<file path="src/rtl/disp_mux_4digit.sv">
// disp_mux_4digit: time-multiplexed 4-digit seven-segment scanner with blanking and frame tick
//   Ports: clk_i, rst_ni (async active-low), en_i (scan enable), in0_i..in3_i (active-high {g..a}),
//   dp_in_i (per-digit decimal point), segment_o/dp_o/anode_o (active-low, registered),
//   digit_sel_o (digit in its slot), frame_tick_o (pulse on digit 3 -> 0 wrap).
//   Optional DISP_MUX_PWM_EN adds bright_i (0..15) to PWM the anode during the active slot part.
module disp_mux_4digit #(
  parameter int REFRESH_DIV  = 50000,
  parameter int BLANK_CYCLES = 16
) (
  input  logic       clk_i,
  input  logic       rst_ni,
  input  logic       en_i,
  input  logic [6:0] in0_i,
  input  logic [6:0] in1_i,
  input  logic [6:0] in2_i,
  input  logic [6:0] in3_i,
  input  logic [3:0] dp_in_i,
`ifdef DISP_MUX_PWM_EN
  input  logic [3:0] bright_i,
`endif
  output logic [6:0] segment_o,
  output logic       dp_o,
  output logic [3:0] anode_o,
  output logic [1:0] digit_sel_o,
  output logic       frame_tick_o
);
  localparam int CW = $clog2(REFRESH_DIV);
  localparam logic [CW-1:0] LAST  = CW'(REFRESH_DIV - 1);
  localparam logic [CW-1:0] BLANK = CW'(BLANK_CYCLES);
  logic [CW-1:0] slot_q, slot_d, slot_eff;
  logic [1:0] digit_q, digit_d;
  logic en_q;
  logic [6:0] shadow_q, shadow_d, in_sel, segment_q, segment_d;
  logic sdp_q, sdp_d, dp_q, dp_d, tick_q, tick_d;
  logic [3:0] anode_q, anode_d;
  logic last, snap, active, lit;
`ifdef DISP_MUX_PWM_EN
  logic [3:0] pwm_cnt_q;
  always_ff @(posedge clk_i or negedge rst_ni)
    if (!rst_ni) pwm_cnt_q <= '0;
    else         pwm_cnt_q <= pwm_cnt_q + 4'd1;
`endif
  // A slot resumed after en_i was low restarts from count 0 so blanking and the snapshot repeat.
  always_comb begin
    slot_eff  = en_q ? slot_q : '0;
    last      = slot_eff == LAST;
    in_sel    = digit_q == 2'd0 ? in0_i : digit_q == 2'd1 ? in1_i : digit_q == 2'd2 ? in2_i : in3_i;
    snap      = en_i && slot_eff == '0;
    shadow_d  = snap ? in_sel : shadow_q;
    sdp_d     = snap ? dp_in_i[digit_q] : sdp_q;
    slot_d    = en_i ? (last ? '0 : slot_eff + 1'b1) : slot_q;
    digit_d   = (en_i && last) ? digit_q + 2'd1 : digit_q;
    active    = en_i && slot_eff >= BLANK;
`ifdef DISP_MUX_PWM_EN
    lit       = active && pwm_cnt_q < bright_i;
`else
    lit       = active;
`endif
    anode_d   = lit ? ~(4'b0001 << digit_q) : 4'hF;
    segment_d = active ? ~shadow_d : 7'h7F;
    dp_d      = active ? ~sdp_d : 1'b1;
    tick_d    = en_i && last && digit_q == 2'd3;
  end
  always_ff @(posedge clk_i or negedge rst_ni) begin
    if (!rst_ni) begin
      slot_q    <= '0;
      digit_q   <= '0;
      en_q      <= 1'b0;
      shadow_q  <= '0;
      sdp_q     <= 1'b0;
      anode_q   <= 4'hF;
      segment_q <= 7'h7F;
      dp_q      <= 1'b1;
      tick_q    <= 1'b0;
    end else begin
      slot_q    <= slot_d;
      digit_q   <= digit_d;
      en_q      <= en_i;
      shadow_q  <= shadow_d;
      sdp_q     <= sdp_d;
      anode_q   <= anode_d;
      segment_q <= segment_d;
      dp_q      <= dp_d;
      tick_q    <= tick_d;
    end
  end
  assign segment_o    = segment_q;
  assign dp_o         = dp_q;
  assign anode_o      = anode_q;
  assign digit_sel_o  = digit_q;
  assign frame_tick_o = tick_q;
endmodule

</file>
<file path="config.mk">
export PLATFORM = sky130hd
export DESIGN_NAME = disp_mux_4digit
export DESIGN_NICKNAME = d
export VERILOG_FILES = /design/src/rtl/disp_mux_4digit.sv
export SDC_FILE = /design/constraint.sdc
export NUM_CORES = 1
export LEC_CHECK = 0
export ABC_AREA = 1
export ABC_CLOCK_PERIOD_IN_PS = 1600
export CAP_MARGIN = 20
export CORE_MARGIN = 8
export CORE_UTILIZATION = 46
export DETAILED_ROUTE_END_ITERATION = 12
export HOLD_SLACK_MARGIN = 0.08
export PLACE_DENSITY_LB_ADDON = 0.15
export SYNTH_ARGS = -nofsm -noshare
export SYNTH_HDL_FRONTEND = slang
export SYNTH_SLANG_ARGS = --single-unit
</file>
<file path="constraint.sdc">
create_clock -name clk_i -period 1.6 [get_ports clk_i]
set_input_delay 0.24 -clock clk_i [delete_from_list [all_inputs] [get_ports clk_i]]
set_output_delay 0.24 -clock clk_i [all_outputs]
set_load 0.01 [all_outputs]
</file>
Yosys cells after proc, flatten, opt, wreduce, memory -nomap -nowiden
Index checks and enable logic that the tools add are counted.
{"block": "totals", "out_inout_bits": 15, "regBits": 40, "in_bits": 35, "elab_cells": 39}
{"block": "classes", "shifts": 1, "reduce_logical": 6, "bitwise": 3, "n_addsub": 2, "n_mux": 12, "n_eq_ne": 4, "order_cmp": 2}
{"operator": "7-bit two-way mux", "n": 5}
{"operator": "16-bit two-way mux", "n": 2}
{"operator": "16-bit by 1-bit adder with 16-bit output, second input constant", "n": 1}
{"operator": "16-bit equality test, second input constant", "n": 1}
{"operator": "16-bit by 5-bit greater-or-equal comparator with 1-bit output, second input constant", "n": 1}
{"operator": "16-bit zero test", "n": 1}
{"operator": "7-bit NOT", "n": 1}
{"operator": "2-bit equality test, second input constant", "n": 2}
{"operator": "1-bit logical AND", "n": 4}
{"operator": "4-bit two-way mux", "n": 1}
{"operator": "4-bit NOT", "n": 1}
{"operator": "1-bit by 2-bit << shifter with 4-bit output, first input constant", "n": 1}
{"operator": "2-bit by 3-bit less-than comparator with 1-bit output, second input constant", "n": 1}
{"operator": "1-bit two-way mux", "n": 3}
{"operator": "2-bit by 1-bit adder with 2-bit output, second input constant", "n": 1}
{"operator": "1-bit binary-select mux with 2-bit select", "n": 1}
{"operator": "2-bit by 1-bit equality test with 1-bit output, second input constant", "n": 1}
{"operator": "2-bit zero test", "n": 1}
{"operator": "1-bit NOT", "n": 1}

Logic depth before layout (Yosys ltp)
Gate-level depths: netlist of run 1.
{"block": "depth", "depth_word": 7, "ltp_mapped": 14, "mapped_depth_nobuf": 11}

Least setup slack after synthesis of run 1
Ideal clock, no wire load.
{"block": "synth_path", "path_type": "reg-to-reg", "startpoint": "register en_q", "endpoint": "register slot_q[4]", "period_less_slack_ps": 1725, "required_time_ps": 1465, "arrival_ps": 1591, "setup_ps": 135, "path_slack_ps": -125, "path_buffers": 3, "path_stages_with_launch": 14, "path_cell_list": "dfrtp_1 -> buf_6 -> buf_12 -> buf_8 -> nand2_1 -> inv_1 -> ha_1 -> nand3_2 -> nor2_2 -> nand2_1 -> nor2_4 -> nor2_4 -> nand2_1 -> o21ai_0"}
{"block": "synth_between", "elab_chain_cells": 3, "word_cells_on_any_way": 4, "cone_classes": "add/sub (1); eq/ne (1); mux (2)"}
{"element": "from (decl)", "line": "32", "text": "logic en_q;"}
{"element": "from (signal assigned)", "line": "78", "text": "en_q <= en_i;"}
{"element": "16-bit two-way mux (*)", "line": "45", "text": "slot_eff = en_q ? slot_q : '0;"}
{"element": "16-bit by 1-bit adder with 16-bit output / 16-bit equality test (equally long branches)", "line": "51, 46"}
{"element": "16-bit two-way mux (*)", "line": "51", "text": "slot_d = en_i ? (last ? '0 : slot_eff + 1'b1) : slot_q;"}
{"element": "to (signal assigned)", "line": "76", "text": "slot_q <= slot_d;"}
{"element": "to (decl)", "line": "30", "text": "logic [CW-1:0] slot_q, slot_d, slot_eff;"}
Every way passes the cells marked *; elsewhere a longest branch is shown, timed or not.
A chain may end at the register's enable or synchronous reset.

Worst setup path after layout of run 1
{"block": "layout_path", "startpoint": "register en_q", "endpoint": "register shadow_q[6]"}
{"block": "layout_between", "elab_chain_cells": 4}
{"element": "16-bit two-way mux", "line": "45"}
{"element": "16-bit zero test", "line": "48", "text": "snap = en_i && slot_eff == '0;"}
{"element": "1-bit logical AND", "line": "48"}
{"element": "7-bit two-way mux", "line": "49", "text": "shadow_d = snap ? in_sel : shadow_q;"}
{"element": "named net shadow_d[6]", "line": "33", "text": "logic [6:0] shadow_q, shadow_d, in_sel, segment_q, segment_d;"}
{"element": "to (signal assigned)", "line": "79", "text": "shadow_q <= shadow_d;"}
{"element": "to (decl)", "line": "33"}
The timed path passes the listed nets, and every way through them passes these cells.

==> flow_metrics.env, run 1 <==
export IMPL_total_power_uw=2290
export IMPL_violations="negative setup slack"
export IMPL_ys_seq_area_share_pct=42.3
export IMPL_maxCapViolCount=0
export IMPL_die_area_mm2=0.00779
export IMPL_fmax_ghz=0.608
export IMPL_final_nets=440
export IMPL_avgSynthCellArea_um2=7.56
export IMPL_hold_class="reg2reg"
export IMPL_gr_total_overflow=0
export IMPL_die_x_um=88.3
export IMPL_syn_to_final_growth_pct=43.5
export IMPL_critPathArrivalTime_ns=1.82
export IMPL_fin_skew_ns=0.00965
export IMPL_reg2reg_to="shadow_q[6]"
export IMPL_min_to="segment_o[4]"
export IMPL_chipHeight_um=88.3
export IMPL_syn_area_mm2=0.00240
export IMPL_whs_ns=0.423
export IMPL_ioPinCount=50
export IMPL_ant_nets=0
export IMPL_path_clk_slew_ns=0.08
export IMPL_ys_warn_count=0
export IMPL_most_common_layout_cells="116 x nand2_1, 36 x clkdlybuf4s50_1, 28 x nand3_1"
export IMPL_combPwrFrac_pct=14.5
export IMPL_register_area_mm2=0.00102
export IMPL_hpwl_mm=4.72
export IMPL_tritoncts="done"
export IMPL_rsz0062_at_grt="true"
export IMPL_routed_wl_mm=6.34
export IMPL_grt_max_degree=25
export IMPL_async_reset_ff_share_pct=100
export IMPL_synthFlopType="dfrtp_1"
export IMPL_clk_path_buf_depth=2
export IMPL_min_delay_start="shadow_q[4]"
export IMPL_postSynthCellCount=318
export IMPL_final_setup_viol_count=8
export IMPL_end_kind="flip-flop"
export IMPL_whs_path_depth=1
export IMPL_startpoint_type="flip-flop"
export IMPL_peakVddDrop_mv=0.469
export IMPL_synth_seq_cells=40
export IMPL_multi_input_area_mm2=0.00131
export IMPL_cellLeakagePower_uw=0.00160
export IMPL_crit_required_ns=1.78
export IMPL_cellPowerDensity_mw_per_mm2=663
export IMPL_drc=0
export IMPL_final_max_slew_violation_count=0
export IMPL_vias=2275
export IMPL_cp_max_fo=12
export IMPL_synth_edff_count=0
export IMPL_slew_headroom_pct=66.9
export IMPL_finalCriticalPeriod_ns=1.65
export IMPL_switching_share_pct=25.3
export IMPL_synth_nets=359
export IMPL_grt_pass1_vias=2164
export IMPL_htree_levels=2
export IMPL_yosysTopAreaCell="dfrtp_1"
export IMPL_setup_ws_ns=-0.0452
export IMPL_nFillCells=452
export IMPL_p_sw_uw=579
export IMPL_clkPwrFrac_pct=36.0
export IMPL_top_usage_layer="met2"
export IMPL_yosysUniqueCellTypes=30
export IMPL_gp_congestion=0.940
export IMPL_vias_per_cell=4.84
export IMPL_grt_use_met3_pct=3.90
export IMPL_drtIter0Drc=141
export IMPL_start_util_pct=47.4
export IMPL_rr_worst_depth=8
export IMPL_intPower_uw=1710
export IMPL_row_count=26
export IMPL_wire_per_inst_um=13.5
export IMPL_synth_area_leaders="dfrtp_1 29%, nand2_1 19%, dfstp_2 13%"
export IMPL_met2_usage_pct=25.5
export IMPL_drive_above_1_share_pct=24.5
export IMPL_outcome="finished, violations left"
export IMPL_gr_usage_all_layers_pct=16.3
export IMPL_clock_latency_ns=0.29
export IMPL_cts_buffers=5
export IMPL_r2r_slack_ns=-0.05
export IMPL_port_buffers=49
export IMPL_antennaDiodeCount=0
export IMPL_grt_pass1_wl_mm=9.94
export IMPL_synth_top_area_share_pct=29.2
export IMPL_grtUsageMet1_pct=21.5
export IMPL_core_area_mm2=0.00507
export IMPL_finalCritPeriodShare_pct=103
export IMPL_firstDrtPassIters=4
export IMPL_finalHoldViolations=0
export IMPL_numClockSinks=40
export IMPL_p_seq_share_pct=49.6
export IMPL_cts_root_buf="clkbuf_8"
export IMPL_r2r_start="en_q"
export IMPL_tightest_slew_ns=0.496
export IMPL_antenna_found_initial=0
export IMPL_mostFrequentLayoutCell="nand2_1"
export IMPL_path_class="reg2reg"
[per-stage QoR]
step	area [µm²]	setup TNS [ns]	utilization, %	setup WS (ns)	instances
4_1_cts	3250	-0.193	64.1	-0.0367	463
3_3_place_gp	3130	-0.223	61.6	-0.0761	453
3_5_place_dp	3130	-0.543	61.6	-0.0713	453
6_report	3450	-0.199	68.0	-0.0452	470
5_1_grt	3450	-2.28	68.0	-0.148	470
2_1_floorplan	2430	-0.601	-	-0.0661	318
[flip-flops by register name, indices dropped and copies added (netlist names)]
| signal | cells |
|---|---|
| anode_o | 4 |
| digit_sel_o | 2 |
| dp_o | 1 |
| en_q | 1 |
| frame_tick_o | 1 |
| sdp_q | 1 |
| segment_o | 7 |
| shadow_q | 7 |
| slot_q | 16 |
[cell usage after synthesis, types with 3 or more instances]
cell and number:
clkbuf_1 5, dfrtp_1 28, dfstp_2 12, ha_1 6
inv_1 26, nand2_1 120, nand2_2 3, nand2_4 5
nand3_1 35, nand3b_1 4, nor2_1 24, nor2_2 3
nor2_4 4, o211ai_1 7, o21ai_0 9, o21ai_1 5
xor2_1 3
[cell type report]
type	instances	share of cell area [%]
multi-input combinational	241	37.9
sequential	40	29.5
timing repair buffer	83	23.7
inverter	28	3.12
tap	70	2.54
clock buffer	5	1.99
clock inverter	3	1.23
[power by group through the flow]
stage	combinational (µW)	sequential, µW	clock, µW
floorplan	162	1130	0
global placement	287	1140	0
detailed placement	295	1140	0
CTS	297	1120	839
global route	368	1140	873
finish	330	1130	822
[worst max-delay path: stages, from the launching register on]
cell and delay (ns):
dfrtp_2 0.45, buf_4 0.16, clkbuf_16 0.16, nand2_1 0.11
nand3_1 0.15, nor2_4 0.23, nand2_4 0.12, nand2_1 0.08
o21ai_1 0.07
[what timing repair did]
item                                    4_1_cts  5_1_grt
hold buffers                                  1        0
endpoints found under the setup margin       30       39
resized for setup                             7       30
hold endpoints to repair                     11        0
setup buffers                                 1        5
pin swaps                                     0        5
gates cloned                                  0        2
[layer usage]
layer	up-vias	wire length [µm]	part of all wire [%]
met5	-	0	0
met4	0	102	1.6
met3	9	362	5.7
met2	61	2920	46
met1	1035	2960	47
li1	1170	-	-
[worst max path at each step]
| stage | startpoint | depth (start not counted) | end | slack [ns] |
|---|---|---|---|---|
| after global placement | en_q | 9 | slot_q[14] | -0.08 |
| after detailed placement | en_q | 9 | slot_q[14] | -0.07 |
| final | en_q | 8 | shadow_q[6] | -0.05 |
| after CTS | en_q | 10 | shadow_q[2] | -0.04 |
| after floorplan | en_q | 13 | slot_q[3] | -0.07 |
| after global routing | en_q | 9 | shadow_q[2] | -0.15 |
[cell families after synthesis]
| logic type | share of synthesized area [%] |
|---|---|
| and+or+nand+nor | 38.6 |
| DFF | 42.3 |
| buffers and inverters | 7.76 |
| AOI/OAI and AO/OA | 6.40 |
| adders and majority gates | 3.12 |
| xor gates and xnor gates | 1.82 |
No activity file was read; power rests on OpenSTA's default activity.
==> run 2: changes to the inputs <==
--- a/config.mk
+++ b/config.mk
@@ -8,6 +8,7 @@
 export ABC_AREA = 1
 export ABC_CLOCK_PERIOD_IN_PS = 1600
 export CAP_MARGIN = 20
+export CORE_ASPECT_RATIO = 1.25
 export CORE_MARGIN = 8
 export CORE_UTILIZATION = 46
 export DETAILED_ROUTE_END_ITERATION = 12
==> run 2 against run 1 <==
The flow still finishes with violations (negative setup slack). Clock-buffer cell count grew 1. Combinational power down 3%. Clock power fell by 12%. Highest routed layer unchanged.
==> flow_metrics.env, run 2 (same netlist as run 1, synthesis figures left out) <==
export IMPL_outcome="finished, violations left"
export IMPL_violations="negative setup slack"
export IMPL_met2_usage_pct=31.3
export IMPL_wire_per_inst_um=14.0
export IMPL_largest_reg_flops=16
export IMPL_cellLeakagePower_uw=0.00157
export IMPL_startpoint_type="flip-flop"
export IMPL_drive_above_1_share_pct=24.8
export IMPL_path_clk_slew_ns=0.08
export IMPL_grt_max_degree=41
export IMPL_die_area_mm2=0.00781
export IMPL_vias_per_cell=5.04
export IMPL_cellPowerDensity_mw_per_mm2=637
export IMPL_firstDrtPassIters=4
export IMPL_maxCapViolCount=0
export IMPL_start_util_pct=47.7
export IMPL_drtIter0Drc=140
export IMPL_core_area_mm2=0.00504
export IMPL_grt_pass1_vias=2453
export IMPL_hpwl_mm=4.85
export IMPL_clock_latency_ns=0.30
export IMPL_cp_cell_sequence="buf_12, nand2_4, inv_2, ha_4, nand3_4, nor2_4, nand2_4, nor2_4, nor2_2, nand2_1, o21ai_1"
export IMPL_finalCritPeriodShare_pct=103
export IMPL_crit_required_ns=1.78
export IMPL_rsz0062_at_grt="true"
export IMPL_vias=2327
export IMPL_final_max_slew_violation_count=0
export IMPL_crit_slowest_cell="dfrtp_2"
export IMPL_syn_to_final_growth_pct=41.6
export IMPL_row_count=29
export IMPL_setup_ws_ns=-0.0473
export IMPL_tritoncts="done"
export IMPL_top_usage_layer="met2"
export IMPL_cp_max_fo=4
export IMPL_final_nets=440
export IMPL_fin_skew_ns=0.00253
export IMPL_mostFrequentLayoutCell="nand2_1"
export IMPL_clk_path_buf_depth=2
export IMPL_gp_congestion=0.878
export IMPL_finalNonFillerCells=462
export IMPL_drc=0
export IMPL_antenna_found_initial=0
export IMPL_final_setup_viol_count=16
export IMPL_slew_headroom_pct=67.0
export IMPL_numClockSinks=40
export IMPL_ioPinCount=50
export IMPL_grt_pass1_wl_mm=10.8
export IMPL_tightest_slew_ns=0.495
export IMPL_grtUsageMet1_pct=17.3
export IMPL_cts_root_buf="clkbuf_8"
export IMPL_grt_use_met3_pct=4.44
export IMPL_gr_usage_all_layers_pct=17.1
export IMPL_critPathArrivalTime_ns=1.83
export IMPL_top_register="slot_q"
export IMPL_peakVddDrop_mv=0.427
export IMPL_design_area_mm2=0.00340
export IMPL_most_common_layout_cells="115 x nand2_1, 37 x clkdlybuf4s50_1, 33 x nand3_1"
export IMPL_cts_buffers=5
export IMPL_dpl_worst_slack_ns=-0.123
export IMPL_finalHoldViolations=0
export IMPL_placed_cells=445
export IMPL_fmax_ghz=0.607
export IMPL_slowest_delay_ns=0.42
export IMPL_antennaDiodeCount=0
export IMPL_hold_class="reg2reg"
export IMPL_ant_nets=0
export IMPL_path_class="reg2reg"
export IMPL_routed_wl_mm=6.48
export IMPL_die_x_um=80.7
export IMPL_end_kind="flip-flop"
export IMPL_gr_total_overflow=0
export IMPL_place_area_mm2=0.00314
export IMPL_chipHeight_um=96.8
export IMPL_port_buffers=49
export IMPL_finalCriticalPeriod_ns=1.65
export IMPL_htree_levels=2
[run 2: changes by cell type in the layout (fill, tap and decap cells not counted), sizes merged]
cell / change
clkdlybuf4s50: +1
clkinv: -1
bufinv: -1
clkinvlp: +3
nor2: +1
inv: -1
buf: -1
dlymetal6s2s: -1
[run 2: path summary, 6_finish.rpt]
check                             from           end  slack, ns  depth (start not counted)
min in group asynchronous       rst_ni    slot_q[14]       0.52                          3
max reg2reg                       en_q     slot_q[6]      -0.05                         11
max                               en_q     slot_q[6]      -0.05                         11
min                        shadow_q[4]  segment_o[4]       0.43                          1
min reg2reg                shadow_q[4]  segment_o[4]       0.43                          1
max in group asynchronous       rst_ni  segment_o[1]       0.71                          3
[run 2: cell type report]
class,count,area [µm²]
inverter,28,109
sequential,40,1020
fill,435,1640
timing repair buffer,81,787
multi-input combinational,242,1310
clock buffer,6,82.6
clock inverter,2,15.0
timing repair inverter,1,7.51
tap,62,77.6
[run 2: metrics by stage]
| step | util, % | setup TNS [ns] | total power [µW] | hold WS (ns) |
|---|---|---|---|---|
| 6_report | 67.5 | -0.217 | 2170 | 0.430 |
| 5_1_grt | 67.5 | -2.51 | 2250 | 0.452 |
| 4_1_cts | 64.9 | -0.0286 | 2160 | 0.432 |
| 3_5_place_dp | 62.3 | -0.412 | 1440 | 0.325 |
| 3_3_place_gp | 62.3 | -0.125 | 1430 | 0.326 |
| 2_1_floorplan | - | -0.601 | 1290 | -0.0556 |
[run 2: worst max-delay path, delay by kind of cell (launching register included)]
kind | cells | cell delay, ns
buffers and inverters | 2 | 0.18
flip-flops | 1 | 0.42
AND/OR/NAND/NOR | 7 | 0.70
adder cells (fa/ha/maj) | 1 | 0.17
AO/OA/AOI/OAI | 1 | 0.06
[run 2: timing repair]
item / 4_1_cts / 5_1_grt
setup endpoints to repair: 27 / 41
hold buffers: 1 / 0
setup buffers: 1 / 4
resized for setup: 11 / 25
pin swaps: 1 / 8
gates cloned: 1 / 2
hold endpoints to repair: 28 / 0
[run 2: metal layers]
metal  vias to the layer above  routed length, µm
met5                         -                  0
met1                      1073               2480
li1                       1172                  -
met4                         0                150
met2                        70               3470
met3                        12                373
[run 2: where the power goes]
group | internal, µW | total (µW) | switching (µW)
Clock | 349 | 722 | 373
Sequential | 1080 | 1130 | 50.8
Combinational | 167 | 320 | 153
Total | 1590 | 2170 | 577
==> run 3: changes to the inputs <==
--- a/config.mk
+++ b/config.mk
@@ -6,7 +6,7 @@
 export NUM_CORES = 1
 export LEC_CHECK = 0
 export ABC_AREA = 1
-export ABC_CLOCK_PERIOD_IN_PS = 1600
+export ABC_CLOCK_PERIOD_IN_PS = 1440
 export CAP_MARGIN = 20
 export CORE_ASPECT_RATIO = 1.25
 export CORE_MARGIN = 8
==> constraint.sdc (replaced) <==
create_clock -name clk_i -period 1.44 [get_ports clk_i]
set_input_delay 0.216 -clock clk_i [delete_from_list [all_inputs] [get_ports clk_i]]
set_output_delay 0.216 -clock clk_i [all_outputs]
set_load 0.01 [all_outputs]
==> run 3 against run 2 <==
The run still ends with negative setup slack left. Sequential power is 11% higher. Critical endpoint is now slot_q[9]. Sequential share of layout area is 1.6 points lower. Combinational power is 20% higher. Clock power is 14% higher. Non-clock buffer count is 17 higher. Largest power group unchanged. Global-route usage is 1.4 points higher.
==> flow_metrics.env, run 3 (same netlist as run 1, synthesis figures left out) <==
export IMPL_violations="negative setup slack"
export IMPL_die_x_um=80.7
export IMPL_gp_congestion=0.941
export IMPL_end_kind="flip-flop"
export IMPL_rr_worst_depth=11
export IMPL_ioPinCount=50
export IMPL_slew_headroom_pct=69.6
export IMPL_core_area_mm2=0.00504
export IMPL_path_clk_slew_ns=0.09
export IMPL_top_register="slot_q"
export IMPL_nFillCells=393
export IMPL_grt_max_degree=23
export IMPL_hpwl_mm=5.02
export IMPL_chipHeight_um=96.8
export IMPL_path_class="reg2reg"
export IMPL_htree_levels=2
export IMPL_drc=0
export IMPL_wire_per_inst_um=14.5
export IMPL_routed_wl_mm=6.94
export IMPL_crit_slowest_cell="dfrtp_2"
export IMPL_ant_nets=0
export IMPL_cp_cell_sequence="buf_6, nand2_4, inv_4, ha_4, nand3_4, nor2_4, nand2_4, nor2_4, nor2_4, nand3_2, nand2_2"
export IMPL_clkPwrFrac_pct=33.5
export IMPL_syn_to_final_growth_pct=49.7
export IMPL_finalHoldViolations=0
export IMPL_outcome="finished, violations left"
export IMPL_gr_total_overflow=0
export IMPL_most_common_layout_cells="104 x nand2_1, 40 x buf_4, 34 x clkdlybuf4s50_1"
export IMPL_final_setup_viol_count=34
export IMPL_tritoncts="done"
export IMPL_cellLeakagePower_uw=0.00168
export IMPL_rsz0062_at_grt="true"
export IMPL_gr_usage_all_layers_pct=18.5
export IMPL_row_count=29
export IMPL_maxCapViolCount=0
export IMPL_die_area_mm2=0.00781
export IMPL_startpoint_type="flip-flop"
export IMPL_critPathArrivalTime_ns=1.82
export IMPL_p_sw_uw=672
export IMPL_cts_root_buf="clkbuf_8"
export IMPL_firstDrtPassIters=4
export IMPL_crit_required_ns=1.64
export IMPL_cpLargestDelayFamily="simple AND/OR/NAND/NOR gates"
export IMPL_port_buffers=49
export IMPL_crit_cells=11
export IMPL_final_max_slew_violation_count=0
export IMPL_drive_above_1_share_pct=32.2
export IMPL_grt_pass1_wl_mm=11.7
export IMPL_intPower_uw=1790
export IMPL_peakVddDrop_mv=0.490
export IMPL_vias=2397
export IMPL_largest_reg_flops=16
export IMPL_reg2reg_to="slot_q[9]"
export IMPL_vias_per_cell=5.01
export IMPL_antennaDiodeCount=0
export IMPL_crit_buf_inv=2
export IMPL_setup_ws_ns=-0.186
export IMPL_path_common_cell="nor2_4"
export IMPL_tightest_slew_ns=0.456
export IMPL_slowest_delay_ns=0.43
export IMPL_cts_buffers=5
export IMPL_numClockSinks=40
export IMPL_final_nets=456
export IMPL_switching_share_pct=27.3
export IMPL_cp_max_fo=5
export IMPL_whs_ns=0.405
export IMPL_finalCritPeriodShare_pct=113
export IMPL_start_util_pct=47.7
export IMPL_fmax_ghz=0.615
export IMPL_r2r_slack_ns=-0.19
export IMPL_grt_pass1_vias=2511
export IMPL_clk_path_buf_depth=2
export IMPL_total_power_uw=2460
export IMPL_antenna_found_initial=0
export IMPL_r2r_start="en_q"
export IMPL_clock_latency_ns=0.30
export IMPL_finalCriticalPeriod_ns=1.63
export IMPL_hold_class="in2async"
export IMPL_combPwrFrac_pct=15.6
export IMPL_drtIter0Drc=119
export IMPL_cellPowerDensity_mw_per_mm2=683
export IMPL_p_seq_share_pct=50.8
export IMPL_mostFrequentLayoutCell="nand2_1"
export IMPL_fin_skew_ns=0.00811
## run 3: metal layers
| layer | global-route usage, % | vias up | wire length, µm |
|---|---|---|---|
| met5 | 0 | - | 0 |
| met4 | 9.24 | 0 | 267 |
| met3 | 6.11 | 22 | 387 |
| met2 | 32.1 | 69 | 3640 |
| met1 | 19.0 | 1102 | 2640 |
| li1 | - | 1204 | - |
## run 3: layout make-up
class | instances | area, µm² | area share [%]
inverter | 28 | 110 | 3.06
sequential | 40 | 1020 | 28.3
timing repair buffer | 98 | 890 | 24.7
clock buffer | 6 | 82.6 | 2.30
tap | 62 | 77.6 | 2.16
multi-input combinational | 242 | 1400 | 39.0
clock inverter | 2 | 15.0 | 0.417
## run 3: timing repair
| action | 4_1_cts | 5_1_grt |
|---|---|---|
| pin swaps | 20 | 13 |
| cloned | 2 | 0 |
| endpoints found under the hold margin | 12 | 0 |
| setup endpoints to repair | 52 | 38 |
| hold buffers | 1 | 0 |
| gates resized for setup | 48 | 25 |
| buffers inserted | 7 | 2 |
## run 3: power by group through the flow
stage	clock network [µW]	registers (µW)	logic (µW)
after floorplan	0	1250	183
after global placement	0	1260	334
after detailed placement	0	1270	340
after CTS	839	1250	381
after global routing	896	1260	425
final	824	1250	384
## run 3: per-stage QoR
stage / utilization (%) / TNS, ns / area, µm² / instances / worst slack, ns
final: 71.3 / -4.31 / 3600 / 478 / -0.186
after global routing: 71.3 / -7.52 / 3600 / 478 / -0.259
after CTS: 69.4 / -3.90 / 3500 / 476 / -0.157
after detailed placement: 64.1 / -5.18 / 3230 / 458 / -0.274
after global placement: 64.1 / -4.14 / 3230 / 458 / -0.233
after floorplan: - / -3.86 / 2430 / 318 / -0.226
## run 3: worst reg2reg max path, delay by kind of cell (launching register included)
kind	cells	cell delay (ns)
AND/OR/NAND/NOR	8	0.76
flip-flops	1	0.43
buffers and inverters	2	0.17
adder cells (fa/ha/maj)	1	0.15
## run 3: how the worst max path moves through the flow
stage	startpoint	end	slack (ns)
finish	en_q	slot_q[9]	-0.19
global route	en_q	shadow_q[2]	-0.26
CTS	en_q	slot_q[3]	-0.16
detailed placement	en_q	slot_q[15]	-0.27
global placement	en_q	slot_q[15]	-0.23
floorplan	en_q	slot_q[3]	-0.23
